[config.mk]
export PLATFORM = sky130hd
export DESIGN_NAME = frame_sequencer_flat
export DESIGN_NICKNAME = d
export VERILOG_FILES = /design/src/rtl/frame_sequencer_pkg.sv /design/src/rtl/frame_sequencer_if.sv /design/src/rtl/frame_sequencer_fetch_watchdog.sv /design/src/rtl/frame_sequencer.sv /design/src/flat_wrapper.sv
export SDC_FILE = /design/constraint.sdc
export NUM_CORES = 1
export LEC_CHECK = 0
export CAP_MARGIN = 20
export CELL_PAD_IN_SITES_DETAIL_PLACEMENT = 1
export CELL_PAD_IN_SITES_GLOBAL_PLACEMENT = 2
export CORE_ASPECT_RATIO = 0.6
export CORE_MARGIN = 8
export CORE_UTILIZATION = 29
export CTS_CLUSTER_DIAMETER = 60
export DETAILED_ROUTE_END_ITERATION = 10
export GPL_TIMING_DRIVEN = 0
export PLACE_DENSITY_LB_ADDON = 0.1
export SLEW_MARGIN = 20
export SYNTH_ARGS = -nofsm -noshare
export SYNTH_HDL_FRONTEND = slang
export SYNTH_SLANG_ARGS = --single-unit
[constraint.sdc]
create_clock -name sysclk -period 2 [get_ports sysclk]
set_clock_uncertainty 0.1 [all_clocks]
set_input_delay 0.4 -clock sysclk [delete_from_list [all_inputs] [get_ports sysclk]]
set_output_delay 0.4 -clock sysclk [all_outputs]
set_load 0.02 [all_outputs]
[src/rtl/frame_sequencer_pkg.sv]
// rtl/frame_sequencer_pkg.sv - shared widths, opcodes and sequencer state type for oak832128
package oak_pkg;

   localparam int FRAME_W = 17;
   localparam int PC_W    = 8;

   localparam logic [3:0] OP_NOP      = 4'h0;
   localparam logic [3:0] OP_ADD      = 4'h1;
   localparam logic [3:0] OP_SUB      = 4'h2;
   localparam logic [3:0] OP_AND      = 4'h3;
   localparam logic [3:0] OP_OR       = 4'h4;
   localparam logic [3:0] OP_XOR      = 4'h5;
   localparam logic [3:0] OP_SHL      = 4'h6;
   localparam logic [3:0] OP_SHR      = 4'h7;
   localparam logic [3:0] OP_LD       = 4'h8;
   localparam logic [3:0] OP_ST       = 4'h9;
   localparam logic [3:0] OP_FLASH_LD = 4'hA;
   localparam logic [3:0] OP_FLASH_ST = 4'hB;
   localparam logic [3:0] OP_JMP      = 4'hC;
   localparam logic [3:0] OP_JNE      = 4'hD;
   localparam logic [3:0] OP_JEQ      = 4'hE;
   localparam logic [3:0] OP_HALT     = 4'hF;

   typedef enum logic [2:0] {
      ST_IDLE,
      ST_FETCH,
      ST_DECODE,
      ST_ISSUE,
      ST_HALT
   } seq_state_t;

endpackage

[src/rtl/frame_sequencer_if.sv]
// rtl/frame_sequencer_if.sv - program-memory fetch and execute-core issue handshakes
interface frame_sequencer_if;
   import oak_pkg::*;

   logic               imem_req;
   logic [PC_W-1:0]    imem_addr;
   logic [FRAME_W-1:0] imem_rdata;
   logic               imem_rvalid;
   logic [FRAME_W-1:0] frame;
   logic               frame_valid;
   logic               frame_ready;

   modport master (
      output imem_req, imem_addr, frame, frame_valid,
      input  imem_rdata, imem_rvalid, frame_ready
   );

   modport slave (
      input  imem_req, imem_addr, frame, frame_valid,
      output imem_rdata, imem_rvalid, frame_ready
   );

endinterface

[src/rtl/frame_sequencer_fetch_watchdog.sv]
// rtl/frame_sequencer_fetch_watchdog.sv - counts cycles spent waiting on a fetch response
module fetch_watchdog #(
   parameter int unsigned TIMEOUT = 15
) (
   input  logic i_clk,
   input  logic i_reset_n,
   input  logic i_clear,
   input  logic i_enable,
   output logic o_expired
);

   logic [15:0] r_count;

   always_ff @(posedge i_clk) begin
      if (!i_reset_n || i_clear) begin
         r_count <= '0;
      end else if (i_enable) begin
         r_count <= r_count + 16'd1;
      end
   end

   // Fires during the TIMEOUT-th enabled cycle so the caller can leave on that edge.
   generate
      if (TIMEOUT == 0) begin : g_off
         assign o_expired = 1'b0;
      end else begin : g_on
         assign o_expired = i_enable && (r_count == 16'(TIMEOUT - 1));
      end
   endgenerate

endmodule

[src/rtl/frame_sequencer.sv]
// rtl/frame_sequencer.sv - fetch/decode/issue loop for oak832128; FRAME_SEQ_STEP_EN adds single-step input
module frame_sequencer
   import oak_pkg::*;
#(
   parameter logic [7:0]  RESET_PC      = 8'h00,
   parameter int unsigned FETCH_TIMEOUT = 15
) (
   input  logic                sysclk,
   input  logic                reset_n,
   input  logic                run,
`ifdef FRAME_SEQ_STEP_EN
   input  logic                step,
`endif
   input  logic                zero_flag,
   frame_sequencer_if.master   bus,
   output logic [PC_W-1:0]     pc,
   output logic                halted,
   output logic                fault
);

   seq_state_t         r_state;
   seq_state_t         w_next_state;
   logic [PC_W-1:0]    r_pc;
   logic [PC_W-1:0]    w_next_pc;
   logic [PC_W-1:0]    w_pc_inc;
   logic [PC_W-1:0]    w_target;
   logic [3:0]         w_opcode;
   logic [FRAME_W-1:0] r_fetch_frame;
   logic [FRAME_W-1:0] r_frame;
   logic               r_imem_req;
   logic               r_frame_valid;
   logic               r_halted;
   logic               r_fault;
   logic               w_fault_set;
   logic               w_start;
   logic               w_expired;
   seq_state_t         w_resume;

`ifdef FRAME_SEQ_STEP_EN
   assign w_start = run || step;
`else
   assign w_start = run;
`endif

   assign w_pc_inc = r_pc + 8'd1;
   assign w_opcode = r_fetch_frame[16:13];
   assign w_target = r_fetch_frame[12:5];
   assign w_resume = run ? ST_FETCH : ST_IDLE;

   fetch_watchdog #(
      .TIMEOUT (FETCH_TIMEOUT)
   ) u_watchdog (
      .i_clk     (sysclk),
      .i_reset_n (reset_n),
      .i_clear   (r_state != ST_FETCH),
      .i_enable  (r_state == ST_FETCH),
      .o_expired (w_expired)
   );

   always_ff @(posedge sysclk) begin
      if (!reset_n) begin
         r_state       <= ST_IDLE;
         r_pc          <= RESET_PC;
         r_fetch_frame <= '0;
         r_frame       <= '0;
         r_imem_req    <= 1'b0;
         r_frame_valid <= 1'b0;
         r_halted      <= 1'b0;
         r_fault       <= 1'b0;
      end else begin
         r_state       <= w_next_state;
         r_pc          <= w_next_pc;
         r_imem_req    <= (w_next_state == ST_FETCH);
         r_frame_valid <= (w_next_state == ST_ISSUE);
         r_halted      <= (w_next_state == ST_HALT);
         if (w_fault_set) begin
            r_fault <= 1'b1;
         end
         if (r_state == ST_FETCH && bus.imem_rvalid) begin
            r_fetch_frame <= bus.imem_rdata;
         end
         // Only data frames reach the core-facing register; control frames stay internal.
         if (r_state == ST_DECODE && w_next_state == ST_ISSUE) begin
            r_frame <= r_fetch_frame;
         end
      end
   end

   always_comb begin
      w_next_state = r_state;
      w_next_pc    = r_pc;
      w_fault_set  = 1'b0;
      case (r_state)
         ST_IDLE: begin
            if (w_start) w_next_state = ST_FETCH;
         end
         ST_FETCH: begin
            if (bus.imem_rvalid) begin
               w_next_state = ST_DECODE;
            end else if (w_expired) begin
               w_next_state = ST_HALT;
               w_fault_set  = 1'b1;
            end
         end
         ST_DECODE: begin
            case (w_opcode)
               OP_JMP: begin
                  w_next_pc    = w_target;
                  w_next_state = w_resume;
               end
               OP_JNE: begin
                  w_next_pc    = zero_flag ? w_pc_inc : w_target;
                  w_next_state = w_resume;
               end
               OP_JEQ: begin
                  w_next_pc    = zero_flag ? w_target : w_pc_inc;
                  w_next_state = w_resume;
               end
               OP_HALT: w_next_state = ST_HALT;
               default: w_next_state = ST_ISSUE;
            endcase
         end
         ST_ISSUE: begin
            if (bus.frame_ready) begin
               w_next_pc    = w_pc_inc;
               w_next_state = w_resume;
            end
         end
         ST_HALT: w_next_state = ST_HALT;
         default: w_next_state = ST_IDLE;
      endcase
   end

   assign bus.imem_req    = r_imem_req;
   assign bus.imem_addr   = r_pc;
   assign bus.frame       = r_frame;
   assign bus.frame_valid = r_frame_valid;
   assign pc              = r_pc;
   assign halted          = r_halted;
   assign fault           = r_fault;

endmodule

[src/flat_wrapper.sv]
// flat-port wrapper written by rule: the top's interface ports become plain ports
module frame_sequencer_flat import oak_pkg::*;
#(
   parameter logic [7:0]  RESET_PC      = 8'h00,
   parameter int unsigned FETCH_TIMEOUT = 15
)
  (sysclk, reset_n, run, zero_flag, pc, halted, fault, bus_imem_req, bus_imem_addr, bus_frame, bus_frame_valid, bus_imem_rdata, bus_imem_rvalid, bus_frame_ready);
  frame_sequencer_if bus_i ();
  input  logic sysclk;
  input  logic reset_n;
  input  logic run;
  input  logic zero_flag;
  output logic [PC_W-1:0] pc;
  output logic halted;
  output logic fault;
  output wire logic [$bits(bus_i.imem_req)-1:0] bus_imem_req;
  output wire logic [$bits(bus_i.imem_addr)-1:0] bus_imem_addr;
  output wire logic [$bits(bus_i.frame)-1:0] bus_frame;
  output wire logic [$bits(bus_i.frame_valid)-1:0] bus_frame_valid;
  input wire logic [$bits(bus_i.imem_rdata)-1:0] bus_imem_rdata;
  input wire logic [$bits(bus_i.imem_rvalid)-1:0] bus_imem_rvalid;
  input wire logic [$bits(bus_i.frame_ready)-1:0] bus_frame_ready;
  assign bus_imem_req = bus_i.imem_req;
  assign bus_imem_addr = bus_i.imem_addr;
  assign bus_frame = bus_i.frame;
  assign bus_frame_valid = bus_i.frame_valid;
  assign bus_i.imem_rdata = bus_imem_rdata;
  assign bus_i.imem_rvalid = bus_imem_rvalid;
  assign bus_i.frame_ready = bus_frame_ready;
  frame_sequencer #(.RESET_PC(RESET_PC), .FETCH_TIMEOUT(FETCH_TIMEOUT)) u_core (.sysclk(sysclk), .reset_n(reset_n), .run(run), .zero_flag(zero_flag), .bus(bus_i), .pc(pc), .halted(halted), .fault(fault));
endmodule
# == Word-level counts from Yosys, hierarchy flattened ==
# Index checks and enable logic that the tools add are counted.
# op_classes
addsub,2
n_eq_ne,15
n_mux,15
reduce_logical,9
# ops
op,count
$mux 8,3
$pmux 8 s3,1
$add 16x1->16 const B,1
$eq 16x4->1 const B,1
$eq 4x4->1 const B,4
$pmux 8 s2,1
$pmux 3 s5,1
$mux 3,4
$eq 3x2->1 const B,3
$add 8x1->8 const B,1
$eq 3x1->1 const B,2
$eq 3x3->1 const B,2
$pmux 3 s2,1
$mux 1,4
$ne 4x4->1 const B,1
$logic_and 1x1->1,3
$logic_not 3->1,1
$ne 3x1->1 const B,1
$reduce_and 3->1,1
$reduce_or 3->1,1
$ne 2x2->1 const B,1
$reduce_bool 2->1,1
$logic_not 1->1,1
$logic_or 1x1->1,1
# word_totals
register_bits,65
in_bits,23
out_inout_bits,37
word_cells,50

# == Logic depth before layout (Yosys ltp) ==
# Gate-level depths: netlist of the first run.
# depth
word_depth,7
mapped_depth,7
depth_no_buf,7

# == Hierarchy ==
# Synthesis of the first run repeated with hierarchy kept, for this count alone.
# unflattened
hier_cells,378
hier_area_um2,3045.4
# by_module_without_submodules
module,instances,cells_per_inst,area_each_um2,seq_area_each_um2
frame_sequencer,1,281,2224.6,980.9
fetch_watchdog,1,97,820.8,320.3

# == Worst setup path after synthesis of the first run ==
# OpenSTA, ideal clock, no wires.
# synth_timing
kind,input-to-reg
start,input port zero_flag
end,"register u_core.r_pc[0], in the netlist u_core.bus.imem_addr[0]"
setup_ns,0.074
t_arrival_ns,1.431
setup_slack_ns,0.395
cell_stages,5
path_cell_list,or3b_1 a21oi_2 a21oi_2 or3_1 a31oi_1
# synth_between
elab_chain_len,3
word_cells_on_any_way,4
classes_between,mux (4)
# synth_lines
element,line,source
"start, declared",flat_wrapper.sv:12,input logic zero_flag;
"$mux 8, on equally long branches","frame_sequencer.sv:116, frame_sequencer.sv:112",
$pmux 8 s3 (*),frame_sequencer.sv:106,case (w_opcode)
$pmux 8 s2 (*),frame_sequencer.sv:93,case (r_state)
"end signal, assigned",frame_sequencer.sv:72,r_pc <= w_next_pc;
"end, declared",frame_sequencer.sv:23,logic [PC_W-1:0] r_pc;
# Mark *: on every way between the ends. The rest lies on a longest branch, timed or not.
# A chain may end at the register's enable or synchronous reset.

# == Final worst setup path of the first run ==
# layout_timing
start,"register u_core.r_pc[7], in the netlist u_core.bus.imem_addr[7]"
end,output port pc[7]
# layout_lines
element,line,source
"end, declared",flat_wrapper.sv:13,output logic [PC_W-1:0] pc;
# No word-level cell between the ends.

==> impl_metrics.toml, run 1 <==
[detailed_routing]
vias = 2656
route.top_layer_used = "met4"
postRouteAntennaNets = 0
finalWirelength_um = 8825
wl_per_cell_um = 15.84
drc_errors = 0
drtIter0Drc = 89
wl_met2_um = 3539
viasPerCell = 4.768
wl_met1_um = 4782
wl_met3_um = 430
detail_route.first_pass.iterations = 4

[worst_setup_path]
crit_required_ns = 1.50
cp_max_fo = 5
crit_type = "reg2out"
end_kind = "output port"
critPathLaunchType = "register"
arrival_ns = 1.46

[clocking]
clock_sinks = 65
htree_levels = 3
insertion_delay_ns = 0.32
cts_tree = "done"
cts_buffers = 9
ctsRootBufferMaster = "clkbuf_16"
cts_buffer_depth = 2
cts_hold_buf = 0
cts.clk_slew.worst_paths_ns = 0.05

[power_and_ir_drop]
p_clk_share_pct = 50.6
p_int_w = 0.002557
seq_power_share_pct = 41.2
ir_drop_uv = 360.6
p_leak_nw = 1.428
comb_power_share_pct = 8.2
switching_share_pct = 22.11
powerDensity_mw_per_mm2 = 829.8
p_switching_w = 0.0007255

[synth]
synth-simple-area-share_pct = 28.24
synth_area_leaders = "dfxtp_1, nand2_1, a21oi_1"
synth_top_family_by_area = "simple AND/OR/NAND/NOR gates"
synth-edff-count = 0
synth.avg_cell_area_um2 = 8.172
synthXorXnorAreaFrac_pct = 4.004
syn-num-nets = 374
ys_seq_area_share_pct = 45.75
yosys_warnings = 0
yosysTopAreaCellShare_pct = 45.75
yosys_register_bits = 65
synthMuxAreaShare_pct = 1.408
syn_area_mm2 = 0.002844
yosys.cell_types.count = 42
yosys.area.top_type = "dfxtp_1"
async_flop_share_pct = 0
yosys_most_used_dff = "dfxtp_1"
synthAdderAreaFrac_pct = 1.320
synth_cells = 348
synth-compound-area-share_pct = 13.81

[cells_and_area]
stdcell_count = 557
fin_nets = 444
design_area_mm2 = 0.003955
layout-drive-gt1-share_pct = 10.90
n_antenna_cell = 0
fin_util_pct = 40.76
syn_to_final_growth_pct = 39.07

[run]
cap_violations = 0

[place]
place_inst = 542
dpl-instance-area_mm2 = 0.003603
pre_cts_slack_ns = -0.2670
portBuffers = 59
gp_congestion = 0.7219
dp_hpwl_um = 6691

[global_routing]
grt_pass1_vias = 2662
grt_usage_pct = 13.70
grt_pass1_wl_um = 14320
grt_start_max_net_pins = 11
antenna_found_initial = 0
grt_overflow = 0

[floorplan]
num_rows = 28
die_width_um = 143.8
initial_core_util_pct = 29.31
die_h_um = 92.71
ioPinCount = 60
die_area_mm2 = 0.01334
coreArea_mm2 = 0.009704

[run_status]
outcome = "finished clean"

[timing]
grt_setup_unrepaired = "yes"
slew_violations = 0
worstMarginPinSlew_ns = 0.5645
timing.final.crit_share_pct = 97.97
maxSlewHeadroom_pct = 62.36
fin_ws_ns = 0.04052
fmax_mhz = 510.3
layout_min_cycle_time_ns = 1.959
setup_viol = 0
hold_violations = 0

[min_path]
hp-class = "reg2reg"
==> synth_stat cells, types with 5 or more instances <==
library cell	n
nand2_1	87
dfxtp_1	65
a21oi_1	41
nand3_1	22
nor2_1	20
clkbuf_1	9
buf_4	8
o21ai_0	8
xor2_1	8
buf_2	6
nand4_1	6
xnor2_1	5
==> sequential cells by signal, indices dropped and copies added, names as in the netlist <==
register	flops
u_core.bus.frame_valid	1
u_core.u_watchdog.r_count	16
u_core.bus.frame	17
u_core.halted	1
u_core.r_state	3
u_core.bus.imem_addr	8
u_core.bus.imem_req	1
u_core.fault	1
u_core.r_fetch_frame	17
==> stage by stage <==
step | TNS, ns | hold WS (ns) | power [W]
after CTS | 0 | 0.3551 | 0.003322
after global placement | -7.238 | 0.3342 | 0.001639
final | 0 | 0.3522 | 0.003282
after global routing | -0.005753 | 0.3673 | 0.003398
after floorplan | 0 | 0.3321 | 0.001518
after detailed placement | -7.528 | 0.3388 | 0.001641
==> area by class of cell <==
| cell class | count | area [um2] |
|---|---|---|
| Inverter | 4 | 15.01 |
| Fill cell | 1172 | 5749 |
| Clock inverter | 3 | 65.06 |
| Sequential cell | 65 | 1309 |
| Multi-Input combinational cell | 254 | 1411 |
| Tap cell | 135 | 168.9 |
| Buffer | 25 | 143.9 |
| Timing Repair Buffer | 59 | 595.6 |
| Clock buffer | 12 | 246.5 |
==> worst paths after layout <==
check                           from                      end  slack, ns  cells after the start
min          u_core.r_fetch_frame[0]      u_core.bus.frame[0]       0.35                      2
min reg2reg  u_core.r_fetch_frame[0]      u_core.bus.frame[0]       0.35                      2
max          u_core.bus.imem_addr[7]                    pc[7]       0.04                      2
max reg2reg        u_core.r_state[2]  u_core.r_fetch_frame[7]       0.16                      7
==> routing by layer <==
metal | GRT usage (%) | vias to the layer above
met5 | 0 | -
met4 | 3.394 | 0
met3 | 4.622 | 7
met2 | 19.61 | 49
met1 | 19.21 | 1269
li1 | - | 1331
==> cell families after synthesis <==
group                    count (synthesis)
buffers and inverters                   29
adder cells (fa/ha/maj)                  3
multiplexers                             4
XOR/XNOR                                13
AO/OA/AOI/OAI                           66
flip-flops                              65
AND/OR/NAND/NOR                        168
==> worst max-delay path, stage by stage (launching register included) <==
cell and delay [ns]:
dfxtp_1 0.41, buf_4 0.14, clkdlybuf4s50_1 0.59
==> timing repair <==
item,4_1_cts,5_1_grt
gates resized for setup,5,12
pin swaps,0,1
endpoints found under the setup margin,6,29
buffers inserted,0,0
gates cloned,0,0
==> cell usage in the layout (no fill, tap or decap), drive strengths merged, types with 3 or more instances in the layout <==
cell type and instances:
and3 3, ha 3, dfxtp 65, nand2 87
xnor2 5, inv 4, buf 15, nor3b 4
nand3 22, nor2 20, or3 4, nor4 4
xor2 8, clkdlybuf4s50 57, o221ai 3, nand4 6
a21oi 43, nand3b 3, and2 4, a21o 3
o211ai 3, mux2i 4, clkbuf 22, o21ai 8
==> power by group through the flow <==
| stage | Combinational (W) | Sequential (W) | Clock, W |
|---|---|---|---|
| after floorplan | 0.000137 | 0.00138 | 0 |
| after global placement | 0.000260 | 0.00138 | 0 |
| after detailed placement | 0.000262 | 0.00138 | 0 |
| after CTS | 0.000264 | 0.00135 | 0.00171 |
| after global routing | 0.000300 | 0.00136 | 0.00174 |
| final | 0.000269 | 0.00135 | 0.00166 |
No activity file was read; power rests on OpenSTA's default activity.
==> inputs of run 2 (changes only) <==
SETUP_SLACK_MARGIN = 0.4   (was not set)
==> run 2 against run 1 <==
Die area is the same. Largest power group unchanged. Sequential share of layout area down 2.6 points. Via count up 7.1%. Global-route usage rose by 0.85 points. Flip-flop and latch count unchanged. Core utilization rose by 4.7 points. Routed wire length rose by 8.7%. Non-clock buffer count rose by 24. Largest cell class unchanged. Maximum frequency grew 20%. Design area rose by 11%. Sequential power barely moved.
==> impl_metrics.toml, run 2 (same netlist as run 1, synthesis figures left out) <==
[cells_and_area]
final_cell_mix = "nand2_1, dfxtp_1, a21oi_1"
layout-drive-gt1-share_pct = 28.03
n_antenna_cell = 0
syn_to_final_growth_pct = 55.04
nFillCells = 1140
fin_nets = 468
final_common_cell = "nand2_1"

[global_routing]
grt_overflow = 0
grt_start_max_net_pins = 11
grt_usage_pct = 14.55
antenna_found_initial = 0
grt_pass1_wl_um = 14950
grt_pass1_vias = 2813

[clocking]
insertion_delay_ns = 0.33
htree_levels = 3
cts.clk_slew.worst_paths_ns = 0.05
cts_hold_buf = 0
clock_sinks = 65
cts_tree = "done"
ctsRootBufferMaster = "clkbuf_16"
cts_buffers = 9
cts_buffer_depth = 2

[worst_setup_path]
end_kind = "register"
cp_max_fo = 7
arrival_ns = 1.79
crit_required_ns = 2.15
crit_type = "reg2reg"
critPathLaunchType = "register"

[power_and_ir_drop]
p_leak_nw = 1.774
ir_drop_uv = 429.8
powerDensity_mw_per_mm2 = 752.0
total_power_w = 0.003316

[floorplan]
initial_core_util_pct = 29.31
coreArea_mm2 = 0.009704
num_rows = 28
die_area_mm2 = 0.01334
ioPinCount = 60
die_h_um = 92.71
die_width_um = 143.8

[timing]
maxSlewHeadroom_pct = 66.88
hold_violations = 0
setup_viol = 0
worstMarginPinSlew_ns = 0.4967
setup_tns_ns = 0
slew_violations = 0
fin_ws_ns = 0.3642
timing.final.crit_share_pct = 81.79
layout_min_cycle_time_ns = 1.636
fmax_mhz = 611.3
grt_setup_unrepaired = "yes"

[detailed_routing]
postRouteAntennaNets = 0
drtIter0Drc = 61
wl_per_cell_um = 16.50
finalWirelength_um = 9589
vias = 2844
viasPerCell = 4.895
detail_route.first_pass.iterations = 4
drc_errors = 0

[min_path]
hp-class = "reg2reg"

[run_status]
outcome = "finished clean"

[place]
portBuffers = 59
dp_hpwl_um = 6692
pre_cts_slack_ns = -0.2702
gp_congestion = 0.7205

[run]
cap_violations = 0
run 2: cell types whose count changed in the layout (fill, tap and decap cells not counted), moves of 5 or more:
cell	previous run	this run
buf_8	0	5
dfxtp_4	0	7
clkdlybuf4s50_1	57	20
dfxtp_1	59	44
clkbuf_1	9	2
buf_4	8	26
dlygate4sd2_1	0	27
buf_6	1	8
dfxtp_2	6	14
run 2: report_power, final:
part           leakage, nW  switching, W  internal [W]
Combinational         1.09      0.000193      0.000193
Sequential           0.538     0.0000235       0.00132
Clock                0.148      0.000565       0.00102
run 2: worst max-delay path: stages (launching register included):
cell     delay, ns
dfxtp_4       0.35
or3b_1        0.36
a21oi_2       0.20
a21oi_4       0.09
or3_1         0.33
a31oi_1       0.13
run 2: worst paths after layout:
check / startpoint / end / slack, ns / cells after the start
worst max-delay path: u_core.r_fetch_frame[13] / u_core.bus.imem_addr[0] / 0.36 / 5
worst min-delay path: u_core.bus.frame[0] / u_core.bus.frame[0] / 0.35 / 2
worst max register to register: u_core.r_fetch_frame[13] / u_core.bus.imem_addr[0] / 0.36 / 5
worst min register to register: u_core.bus.frame[0] / u_core.bus.frame[0] / 0.35 / 2
run 2: per-layer routing:
layer	wire length [um]	part of all wire (%)	track usage (%)
met1	4896	51	19.57
met5	0	0	0
met2	4105	43	21.17
met3	492	5.1	5.393
met4	95	0.99	4.439
run 2: area by class of cell:
cell class | count | area (um2) | share of cell area (%)
tap | 135 | 168.9 | 3.831
sequential | 65 | 1345 | 30.51
multi-input combinational | 254 | 1560 | 35.39
buffer | 25 | 230.2 | 5.221
timing repair buffer | 83 | 793.3 | 17.99
clock buffer | 12 | 256.5 | 5.817
clock inverter | 3 | 40.04 | 0.9081
inverter | 4 | 15.01 | 0.3405
run 2: per-stage QoR:
step | cells | hold slack (ns) | instance area (um2) | utilization (%)
floorplan | 348 | 0.3321 | 2851 | -
global placement | 542 | 0.3349 | 3611 | 37.21
detailed placement | 542 | 0.3388 | 3611 | 37.21
CTS | 572 | 0.3529 | 4189 | 43.17
global route | 581 | 0.3753 | 4409 | 45.44
finish | 581 | 0.3476 | 4409 | 45.44
run 2: timing repair:
action,CTS,global route
setup endpoints to repair,101,61
pin swaps,12,11
endpoints found under the hold margin,0,0
resized for setup,125,45
buffers inserted,14,5
gates cloned,1,4
==> inputs of run 3 (changes only) <==
clock period = 1.55 ns   (was 2 ns; I/O delays follow)
==> run 3 against run 2 <==
The flow now finishes with violations (setup timing). Sequential power grew 30%. Critical path depth unchanged. Largest power group unchanged. Worst setup slack lost 0.47 ns. Core utilization rose by 9.7 points. Highest routed layer unchanged. Critical path type unchanged.
==> impl_metrics.toml, run 3 (same netlist as run 1, synthesis figures left out) <==
[place]
portBuffers = 59
place_inst = 542
dp_hpwl_um = 6665
gp_congestion = 0.7044
pre_cts_slack_ns = -0.6628

[detailed_routing]
detail_route.first_pass.iterations = 4
drtIter0Drc = 118
drc_errors = 0
wl_met3_um = 523
wl_met2_um = 4874
vias = 2981
route.top_layer_used = "met4"
wl_met1_um = 5370
finalWirelength_um = 10840
wl_per_cell_um = 17.48
postRouteAntennaNets = 0
viasPerCell = 4.808

[cells_and_area]
fin_nets = 506
final_common_cell = "buf_6"
n_antenna_cell = 0
syn_to_final_growth_pct = 88.08
fin_util_pct = 55.12
layout-drive-gt1-share_pct = 58.35
final_cell_mix = "buf_6, nand2_1, buf_4"
stdcell_count = 620
nFillCells = 1047

[min_path]
hp-class = "reg2reg"
holdPathStages = 2
hold_start = "u_core.r_fetch_frame[3]"
holdPathEnd = "u_core.bus.frame[3]"

[worst_setup_path]
rrSetupSlack_ns = -0.11
worstReg2RegStart = "u_core.r_fetch_frame[13]"
r2r_end = "u_core.bus.imem_addr[0]"
cp_max_fo = 7
crit_type = "reg2reg"
crit_required_ns = 1.70
critical_path.cell_chain = "or3b_1 -> a21oi_2 -> a21oi_4 -> or3_1 -> a31oi_1"
critPathLaunchType = "register"
end_kind = "register"
arrival_ns = 1.81
slowest_delay_ns = 0.38
crit_slowest_cell = "or3b_1"
r2r_cells = 5

[clocking]
cts_buffer_depth = 2
clock_sinks = 65
cts_hold_buf = 0
cts_tree = "done"
cts_buffers = 9
htree_levels = 3
cts.clk_slew.worst_paths_ns = 0.05
ctsRootBufferMaster = "clkbuf_16"
insertion_delay_ns = 0.33

[global_routing]
antenna_found_initial = 0
grt_pass1_wl_um = 16600
grt_usage_pct = 16.01
grt_pass1_vias = 3057
grt_start_max_net_pins = 11
grt_overflow = 0

[floorplan]
ioPinCount = 60
coreArea_mm2 = 0.009704
die_h_um = 92.71
die_width_um = 143.8
num_rows = 28
initial_core_util_pct = 29.31
die_area_mm2 = 0.01334

[timing]
layout_min_cycle_time_ns = 1.657
timing.final.crit_share_pct = 106.9
setup_tns_ns = -0.3687
hold_violations = 0
maxSlewHeadroom_pct = 69.07
grt_setup_unrepaired = "yes"
setup_viol = 16
fmax_mhz = 603.4
worstMarginPinSlew_ns = 0.4639
slew_violations = 0
fin_ws_ns = -0.1073

[run_status]
outcome = "finished, violations left"
violations = "setup timing"

[power_and_ir_drop]
ir_drop_uv = 506.0
powerDensity_mw_per_mm2 = 830.4
p_leak_nw = 2.201

[run]
cap_violations = 0
## run 3: cell count changes in the layout (fill, tap and decap cells not counted), moves of 13 or more
cell / before / now
nand2_1: 82 / 58
buf_4: 26 / 39
nand2_4: 1 / 21
a21oi_1: 37 / 12
buf_6: 8 / 65
a21oi_2: 5 / 30
dfxtp_1: 44 / 19
dlygate4sd2_1: 27 / 3
dfxtp_2: 14 / 33
## run 3: stage by stage
stage / power (W) / instance area (um2) / hold slack [ns]
floorplan: 0.001995 / 2970 / 0.3281
global route: 0.004608 / 5349 / 0.3777
global placement: 0.002151 / 3730 / 0.3426
detailed placement: 0.002155 / 3730 / 0.3495
CTS: 0.004373 / 4882 / 0.3510
finish: 0.004442 / 5349 / 0.3466
## run 3: layout make-up
| class | count | area, um2 | share of cell area [%] |
|---|---|---|---|
| Tap cell | 135 | 168.9 | 3.158 |
| Buffer | 25 | 297.8 | 5.567 |
| Sequential cell | 65 | 1391 | 26.01 |
| Clock buffer | 13 | 250.2 | 4.678 |
| Multi-Input combinational cell | 254 | 1958 | 36.61 |
| Inverter | 4 | 15.01 | 0.2807 |
| Timing Repair Buffer | 121 | 1227 | 22.95 |
| Clock inverter | 3 | 40.04 | 0.7485 |
## run 3: where the power goes
group	internal (W)	total [W]	switching, W
logic	0.000349	0.000690	0.000341
registers	0.00170	0.00174	0.0000397
clock network	0.00128	0.00202	0.000732
total	0.00333	0.00444	0.00111
## run 3: worst max-delay path by stage
stage / start / end / cells past startpoint
after global placement: reset_n / u_core.bus.frame[7] / 5
after CTS: u_core.r_fetch_frame[13] / u_core.bus.imem_addr[0] / 5
final: u_core.r_fetch_frame[13] / u_core.bus.imem_addr[0] / 5
after global routing: u_core.r_state[0] / u_core.bus.imem_addr[0] / 7
after floorplan: zero_flag / u_core.bus.imem_addr[0] / 5
after detailed placement: reset_n / u_core.bus.frame[12] / 5
## run 3: routing by layer
metal	GRT usage, %	vias to the layer above
met2	24.02	49
li1	-	1462
met5	0	-
met4	2.872	0
met3	4.982	5
met1	22.22	1465
## run 3: timing repair
| action | in CTS | in global routing |
|---|---|---|
| buffers inserted | 38 | 18 |
| endpoints found under the hold margin | 0 | 0 |
| setup endpoints to repair | 102 | 102 |
| gates cloned | 6 | 0 |
| resized for setup | 363 | 88 |
| pin swaps | 42 | 39 |
## run 3: critical path: cells and delay by family (launching register included)
kind             cells  cell delay, ns
AO/OA/AOI/OAI        3            0.43
flip-flops           1            0.33
AND/OR/NAND/NOR      2            0.71
